===== src/rtl/aes_pkg.sv =====
// Shared AES byte-serial definitions: block size, mixColumns enable codes,
// read-FSM state type and the ShiftRows byte-index mapping.
package aes_pkg;

  localparam int BLOCK_BYTES = 16;
  localparam logic [7:0] COL_START_EN = 8'h00;
  localparam logic [7:0] COL_CONT_EN  = 8'hFF;

  typedef enum logic {
    RD_IDLE  = 1'b0,
    RD_DRAIN = 1'b1
  } rd_state_e;

  // Source index for output byte k (column-major); column offset wraps mod 4.
  function automatic logic [3:0] shift_rows_idx(input logic [3:0] k, input logic inverse);
    logic [1:0] r;
    logic [1:0] c;
    logic [1:0] sc;
    r  = k[1:0];
    c  = k[3:2];
    sc = inverse ? (c - r) : (c + r);
    return {sc, r};
  endfunction

endpackage


===== src/rtl/shift_rows_bank.sv =====
// 16x8 state-byte register file: one synchronous write port, one combinational read port.
module shift_rows_bank
  import aes_pkg::*;
(
  input  logic       clk_i,
  input  logic       we_i,
  input  logic [3:0] waddr_i,
  input  logic [7:0] wdata_i,
  input  logic [3:0] raddr_i,
  output logic [7:0] rdata_o
);

  logic [7:0] mem_q [BLOCK_BYTES];

  // Data storage carries no reset; validity is tracked by the owner's full flags.
  always_ff @(posedge clk_i) begin
    if (we_i) begin
      mem_q[waddr_i] <= wdata_i;
    end
  end

  assign rdata_o = mem_q[raddr_i];

endmodule


===== src/rtl/shift_rows_serial.sv =====
// Byte-serial (Inv)ShiftRows with ping-pong banks; output stream drives mixColumns directly.
// Valid/ready: in_valid has no back-pressure; out_valid is a one-cycle-per-byte strobe with no ready.
module shift_rows_serial
  import aes_pkg::*;
#(
  parameter bit INVERSE = 1'b0
) (
  input  logic       clock,
  input  logic       reset,
  input  logic       in_valid,
  input  logic [7:0] in_byte,
  output logic       out_valid,
  output logic [7:0] out_byte,
  output logic [7:0] out_enable,
  output logic       out_first,
  output rd_state_e  dbg_state_o
);

  logic [3:0] wr_cnt_q, wr_cnt_d;
  logic       wr_bank_q, wr_bank_d;
  logic [1:0] bank_full_q, bank_full_d;
  logic [1:0] full_set, full_clr;
  logic [3:0] rd_cnt_q, rd_cnt_d;
  logic       rd_bank_q, rd_bank_d;
  rd_state_e  state_q, state_d;

  logic       out_valid_q, out_valid_d;
  logic [7:0] out_byte_q, out_byte_d;
  logic [7:0] out_enable_q, out_enable_d;
  logic       out_first_q, out_first_d;

  logic       cur_bank;
  logic       pick_bank;
  logic       emit;
  logic [3:0] rd_addr;
  logic [7:0] rdata0, rdata1, rd_data;

  shift_rows_bank u_bank0 (
    .clk_i   (clock),
    .we_i    (in_valid & ~wr_bank_q),
    .waddr_i (wr_cnt_q),
    .wdata_i (in_byte),
    .raddr_i (rd_addr),
    .rdata_o (rdata0)
  );

  shift_rows_bank u_bank1 (
    .clk_i   (clock),
    .we_i    (in_valid & wr_bank_q),
    .waddr_i (wr_cnt_q),
    .wdata_i (in_byte),
    .raddr_i (rd_addr),
    .rdata_o (rdata1)
  );

  always_comb begin
    wr_cnt_d  = wr_cnt_q;
    wr_bank_d = wr_bank_q;
    full_set  = 2'b00;
    if (in_valid) begin
      wr_cnt_d = wr_cnt_q + 4'd1;
      if (wr_cnt_q == 4'd15) begin
        full_set[wr_bank_q] = 1'b1;
        wr_bank_d           = ~wr_bank_q;
      end
    end
  end

  // With both banks full the older one is the bank not currently being written.
  assign pick_bank = (&bank_full_q) ? ~wr_bank_q : bank_full_q[1];
  assign cur_bank  = (state_q == RD_DRAIN) ? rd_bank_q : pick_bank;
  assign emit      = (state_q == RD_DRAIN) || (|bank_full_q);
  assign rd_addr   = shift_rows_idx(rd_cnt_q, INVERSE);
  assign rd_data   = cur_bank ? rdata1 : rdata0;

  // IDLE emits byte 0 in the same cycle it sees a full bank, giving one-cycle latency.
  always_comb begin
    state_d      = state_q;
    rd_cnt_d     = rd_cnt_q;
    rd_bank_d    = rd_bank_q;
    full_clr     = 2'b00;
    out_valid_d  = 1'b0;
    out_byte_d   = out_byte_q;
    out_enable_d = COL_START_EN;
    out_first_d  = 1'b0;
    if (emit) begin
      out_valid_d  = 1'b1;
      out_byte_d   = rd_data;
      out_enable_d = (rd_cnt_q[1:0] == 2'd0) ? COL_START_EN : COL_CONT_EN;
      out_first_d  = (rd_cnt_q == 4'd0);
      rd_cnt_d     = rd_cnt_q + 4'd1;
      rd_bank_d    = cur_bank;
      state_d      = RD_DRAIN;
      if (rd_cnt_q == 4'd15) begin
        full_clr[cur_bank] = 1'b1;
        if (bank_full_q[~cur_bank]) begin
          rd_bank_d = ~cur_bank;
        end else begin
          state_d = RD_IDLE;
        end
      end
    end
  end

  assign bank_full_d = (bank_full_q & ~full_clr) | full_set;

  always_ff @(posedge clock or posedge reset) begin
    if (reset) begin
      wr_cnt_q     <= 4'd0;
      wr_bank_q    <= 1'b0;
      bank_full_q  <= 2'b00;
      rd_cnt_q     <= 4'd0;
      rd_bank_q    <= 1'b0;
      state_q      <= RD_IDLE;
      out_valid_q  <= 1'b0;
      out_byte_q   <= 8'h00;
      out_enable_q <= COL_START_EN;
      out_first_q  <= 1'b0;
    end else begin
      wr_cnt_q     <= wr_cnt_d;
      wr_bank_q    <= wr_bank_d;
      bank_full_q  <= bank_full_d;
      rd_cnt_q     <= rd_cnt_d;
      rd_bank_q    <= rd_bank_d;
      state_q      <= state_d;
      out_valid_q  <= out_valid_d;
      out_byte_q   <= out_byte_d;
      out_enable_q <= out_enable_d;
      out_first_q  <= out_first_d;
    end
  end

  assign out_valid   = out_valid_q;
  assign out_byte    = out_byte_q;
  assign out_enable  = out_enable_q;
  assign out_first   = out_first_q;
  assign dbg_state_o = state_q;

endmodule


===== config.mk =====
export PLATFORM = sky130hd
export DESIGN_NAME = shift_rows_serial
export DESIGN_NICKNAME = d
export VERILOG_FILES = /design/src/rtl/aes_pkg.sv /design/src/rtl/shift_rows_bank.sv /design/src/rtl/shift_rows_serial.sv
export SDC_FILE = /design/constraint.sdc
export NUM_CORES = 1
export LEC_CHECK = 0
export CAP_MARGIN = 20
export CORE_UTILIZATION = 66
export DETAILED_ROUTE_END_ITERATION = 12
export MAX_ROUTING_LAYER = met4
export PLACE_DENSITY_LB_ADDON = 0.12
export SYNTH_ARGS = -nofsm -noshare
export SYNTH_HDL_FRONTEND = slang
export SYNTH_SLANG_ARGS = --single-unit

===== constraint.sdc =====
create_clock -name clock -period 4.75 [get_ports clock]
set_clock_uncertainty 0.15 [all_clocks]
set_input_delay 0.7125 -clock clock [delete_from_list [all_inputs] [get_ports clock]]
set_output_delay 0.7125 -clock clock [all_outputs]
set_load 0.005 [all_outputs]

# --- After elaboration in Yosys (flattened, before gate mapping) ---
# Memories as Yosys holds them, arrays and structs flattened.
# Cells that the tools add are included.
totals:
  regBits: 31
  latchBits: 0
  ramBits: 256
  mem_bits_ro: 0
  wordCells: 62
  mem_count: 2
classes:
  n_addsub: 3
  n_mul: 0
  n_div: 0
  n_lt_le_gt_ge: 5
  eq_ne: 2
  n_shift: 0
  mux: 25
  bitwise: 7
  reduce_logical: 8
mem_list:
  columns: ["memory", "depth", "word_bits", "read_ports", "rd_ports_with_merged_regs", "write_ports", "line_no", "text"]
  rows:
  - ["u_bank0.mem_q", 16, 8, 1, 0, 1, "shift_rows_bank.sv:13", "logic [7:0] mem_q [BLOCK_BYTES];"]
  - ["u_bank1.mem_q", 16, 8, 1, 0, 1, "shift_rows_bank.sv:13", null]
op_table:
  columns: ["operator", "count"]
  rows:
  - ["2-to-1 mux 8 bit", 3]
  - ["2-to-1 mux 1 bit", 16]
  - ["adder 4 x 1 -> 4 bit, second input constant", 2]
  - ["== test 4 bit, second input constant", 2]
  - ["2-to-1 mux 2 bit", 4]
  - ["< comparator 1 x 2 -> 1 bit, second input constant", 3]
  - ["logical NOT 4 bit", 1]
  - ["AND reduction 2 bit", 2]
  - ["adder 2 bit", 1]
  - ["bitwise AND 1 bit", 2]
  - ["bitwise AND 2 bit", 1]
  - ["demux 1 bit (select 1 bit)", 2]
  - [">= comparator 1 bit, second input constant", 2]
  - ["logical AND 1 bit", 2]
  - ["logical NOT 2 bit", 1]
  - ["inverter 1 bit", 2]
  - ["inverter 2 bit", 1]
  - ["OR 2 bit", 1]
  - ["OR reduction 2 bit", 1]
  - ["logical OR 1 bit", 1]

# --- Depth between registers and ports, before layout ---
logic_depth:
  ltp_word: 12
  ltp_mapped: 9

# --- Cells and area by module ---
# From an unflattened synthesis, not the netlist that was laid out.
hier_totals:
  hier_cells: 557
  hier_area_um2: 11136.9
modules_own_cells:
  columns: ["module", "instances", "cells_each", "area_each_um2", "seq_area_each_um2"]
  rows:
  - ["shift_rows_bank", 2, 221, 4987.3, 3843.7]
  - ["shift_rows_serial", 1, 115, 1162.4, 600.6]

# --- Worst setup path before layout ---
# OpenSTA, ideal clock, no wires.
synth_timing:
  kind: "input to register"
  startpoint: "in in_valid"
  endpoint: "mem u_bank0.mem_q[11][0], enable pin"
  setup_time_ns: 0.383
  t_arrival_ns: 1.789
  path_slack_ns: 2.428
  stages: 3
  path_buffers: 1
  cell_sequence: "clkbuf_1 nand2_1 nor3_1"
synth_between:
  elab_chain_len: 3
synth_lines:
  columns: ["element", "line_no", "text"]
  rows:
  - ["start: declaration", "shift_rows_serial.sv:10", "input logic in_valid,"]
  - ["bitwise AND 1 bit", "shift_rows_serial.sv:40", ".we_i (in_valid & ~wr_bank_q),"]
  - ["2-to-1 mux 1 bit", "shift_rows_bank.sv:17", "if (we_i) begin"]
  - ["2-to-1 mux 1 bit (not written as such)", "shift_rows_bank.sv:18", "mem_q[waddr_i] <= wdata_i;"]
  - ["end: declaration", "shift_rows_bank.sv:13", null]
# No other way between the ends.

# --- Worst setup path in the final report ---
layout_timing:
  startpoint: "reg rd_cnt_q[0]"
  endpoint: "reg out_byte_q[0] (netlist: out_byte[0])"
layout_between:
  elab_chain_len: 3
  elab_cells_between_ends: 4
  cone_classes: "add/sub: 1; mux: 1; memory: 2"
layout_lines:
  columns: ["element", "line_no", "text"]
  rows:
  - ["start: declaration", "shift_rows_serial.sv:23", "logic [3:0] rd_cnt_q, rd_cnt_d;"]
  - ["start signal: assignment", "shift_rows_serial.sv:123", "rd_cnt_q <= rd_cnt_d;"]
  - ["adder 2 bit", "aes_pkg.sv:21", "sc = inverse ? (c - r) : (c + r);"]
  - ["memory (16 x 8 bit)", null, null]
  - ["2-to-1 mux 8 bit *", "shift_rows_serial.sv:74", "assign rd_data = cur_bank ? rdata1 : rdata0;"]
  - ["end signal: assignment", "shift_rows_serial.sv:127", "out_byte_q <= out_byte_d;"]
  - ["end: declaration", "shift_rows_serial.sv:28", "logic [7:0] out_byte_q, out_byte_d;"]
# Every way passes the cells marked *; elsewhere a longest branch is shown, timed or not.
# A chain may end at the register's enable or synchronous reset.

==> metrics.md <==
| Metric | Value |
|---|---|
| Final Hold Fails | `0` |
| Yosys cell types | `41` |
| Global route total overflow | `0` |
| Layout area overhead | `12.73%` |
| CP arrival | `3.68 ns` |
| Post-Syn Nets | `594` |
| Worst setup path startpoint | `rd_cnt_q[0]` |
| Max IR drop VDD | `0.0004203 V` |
| Drt total wl | `around 24 mm` |
| Total number of vias | `5,813` |
| CTS H-tree depth | `1` |
| Starting density of the core | `0.6750` |
| Tot Pwr | `7.845 mW` |
| Worst reg2reg setup slack | `1.32 ns` |
| Final WS setup | `about 1.3 ns` |
| Number of global-route vias before repair | `5,744` |
| Ys async rst share | `0.08571` |
| Gr usage total | `0.2985` |
| Status | `complete, no violations` |
| Final estimated routing congestion in global placement | `between 0.8 and 0.9` |
| Site Rows | `47` |
| Pwr/cell area | `621.6 mW/mm2` |
| Port Buffers | `29` |
| Mean cell area of the mapped netlist | `19.43 um2` |
| Worst Path Required | `about 5 ns` |
| DRC | `0` |
| IO Pins | `30` |
| Most frequent cells in the layout | `edfxtp_1, mux4_2, nor2_1` |
| Hold buffer count at CTS | `0` |
| Final Max Slew Viols | `0` |
| CTS Buffer Depth | `3` |
| Ys Warns | `0` |
| CP max-delay cell | `buf_4` |
| Layout cells sized above 1 | `0.1848` |
| DRT iter0 DRCs | `897` |
| Global-route wire length before repair | `between 30 and 40 mm` |
| Critical Path Start Type | `register` |
| Max Cap Viol | `0` |
| Critical Path Sink Type | `register` |
| Max incr delay on CP | `around 0.64 ns` |
| Nets | `632` |
| Worst reg2reg startpoint | `rd_cnt_q[0]` |
| Die H | `132.2 um` |
| CTS buffer count | `27` |
| Min-delay worst type | `input pin to async pin` |
| EDFF count, synth | `between 200 and 300` |
| Core area | `0.01658 mm2` |
| TNS Setup | `0 ns` |
| Achievable Freq | `0.2916 GHz` |
| Post-CTS resize count | `0` |
| Post-synthesis sequential area ratio | `0.7404` |
| Primary FF master, synth | `edfxtp_1` |
| Hpwl dp | `14.70 mm` |
| Synthesized area | `0.01119 mm2` |
| CTS tree | `yes` |
| DR WL/cell | `28.30 um` |
| Die Area | `0.01749 mm2` |
| FF-to-FF path depth | `8` |
| CP Class | `register to register` |
| # clock sinks | `280` |
| Drt via density | `6.807` |
| RSZ-0062 raised after global routing | `no` |
| Clock slew at reported path FFs | `0.06 ns` |
| Crit path cell chain | `buf_4 -> buf_4 -> clkinv_1 -> mux4_2 -> nor2_1 -> nor2_1 -> o21ai_0 -> nand3_1` |
| WHS | `0.2215 ns` |
| Slew headroom | `0.3156` |
| DR pass1 iterations | `5` |
| Most common cell after layout, fill and taps aside | `edfxtp_1` |
| Initial antenna violation count | `1` |
| Worst Max-Slew Pin Slew | `1.022 ns` |
| Clk_lat worst skew | `approximately 0.53 ns` |
| Cells after DPL | `797` |
| Place WS | `1.297 ns` |
| Cells after Synth | `between 500 and 600` |
| Period utilization | `0.7220` |
| Critical-path maximum fanout | `35` |
| Lkg Pwr | `approximately 4.2 nW` |
| Final critical-path required period | `3.429 ns` |
| Root buffer cell | `clkbuf_16` |
| Largest net degree at the start of global routing | `36` |
| Routed Antenna Nets | `0` |
| Final setup vio count | `0` |
| Post-CTS Setup Bufs | `0` |
| DIE WIDTH | `132.2 um` |
| Flip-flop and latch count after synthesis | `280` |
| Post-Layout Cell Count | `854` |
final timing paths:
check                              endpoint
min in group clock              wr_cnt_q[3]
worst max register to register  out_byte[0]
worst max-delay path            out_byte[0]
worst min register to register  wr_cnt_q[3]
max in group asynchronous       rd_cnt_q[0]
worst min-delay path              out_valid
cells in the mapped netlist, types with 10 or more instances:
master    count  share of area
nand2_1      28         0.0094
dfrtp_1      24          0.054
a21oi_1      12         0.0054
buf_4        10         0.0067
mux4_2       52           0.10
mux4_1       13          0.031
nor2_1       35          0.012
edfxtp_1    256           0.69
nand3_1      12         0.0054
buf_2        11         0.0049
and2_1       11         0.0061
sequential cells by signal (all words and copies together), names as in the netlist:
name and flops:
rd_cnt_q 4, wr_bank_q 1, u_bank0.mem_q 128, bank_full_q 2, rd_bank_q 1, u_bank1.mem_q 128, out_byte 8, wr_cnt_q 4
out_first 1, out_enable 1, out_valid 1, dbg_state_o 1
worst max-delay path: cells and delay by family (launching register included):
kind                   cells  cell delay, ns
buffers and inverters      3            1.60
multiplexers               1            0.56
flip-flops                 1            0.41
AND/OR/NAND/NOR            3            0.29
AO/OA/AOI/OAI              1            0.25
metrics by stage:
stage | cell area [um2] | utilization
after floorplan | 11190 | -
after global placement | 11600 | 0.6998
after detailed placement | 11620 | 0.7005
after CTS | 12440 | 0.7500
after global routing | 12620 | 0.7610
final | 12620 | 0.7610
where the power goes:
| part | internal, mW | switching [mW] |
|---|---|---|
| logic | 1.23 | 1.42 |
| clock network | 1.15 | 0.862 |
| registers | 2.95 | 0.225 |
cell type report:
type	count	area [um2]
Antenna cell	1	2.502
Clock buffer	34	701.9
Clock inverter	14	117.6
Fill cell	915	3964
Inverter	8	30.03
Multi-Input combinational cell	251	2661
Sequential cell	280	8293
Tap cell	220	275.3
Timing Repair Buffer	46	538.0
cells by family (layout without fill, tap and decap cells):
logic type                 count (synthesis)  after routing  synth area share
and+or+nand+nor                          111            111           0.04639
adders and majority gates                  7              7          0.007823
other                                      0              1                 0
AOI/OAI and AO/OA                         46             46           0.02716
DFF                                      280            280            0.7404
buffers and inverters                     45            102           0.02269
muxes                                     77             77            0.1464
xor gates and xnor gates                  10             10          0.009166
per-layer routing:
layer | up-vias | wire, um | GRT usage | share of wire
li1 | 2391 | - | - | -
met1 | 2972 | 9141 | 0.4157 | 0.38
met2 | 380 | 11580 | 0.4550 | 0.48
met3 | 70 | 2646 | 0.06344 | 0.11
met4 | 0 | 800 | 0.09068 | 0.033
met5 | - | 0 | - | 0
Power figures use the tool's default switching activity.
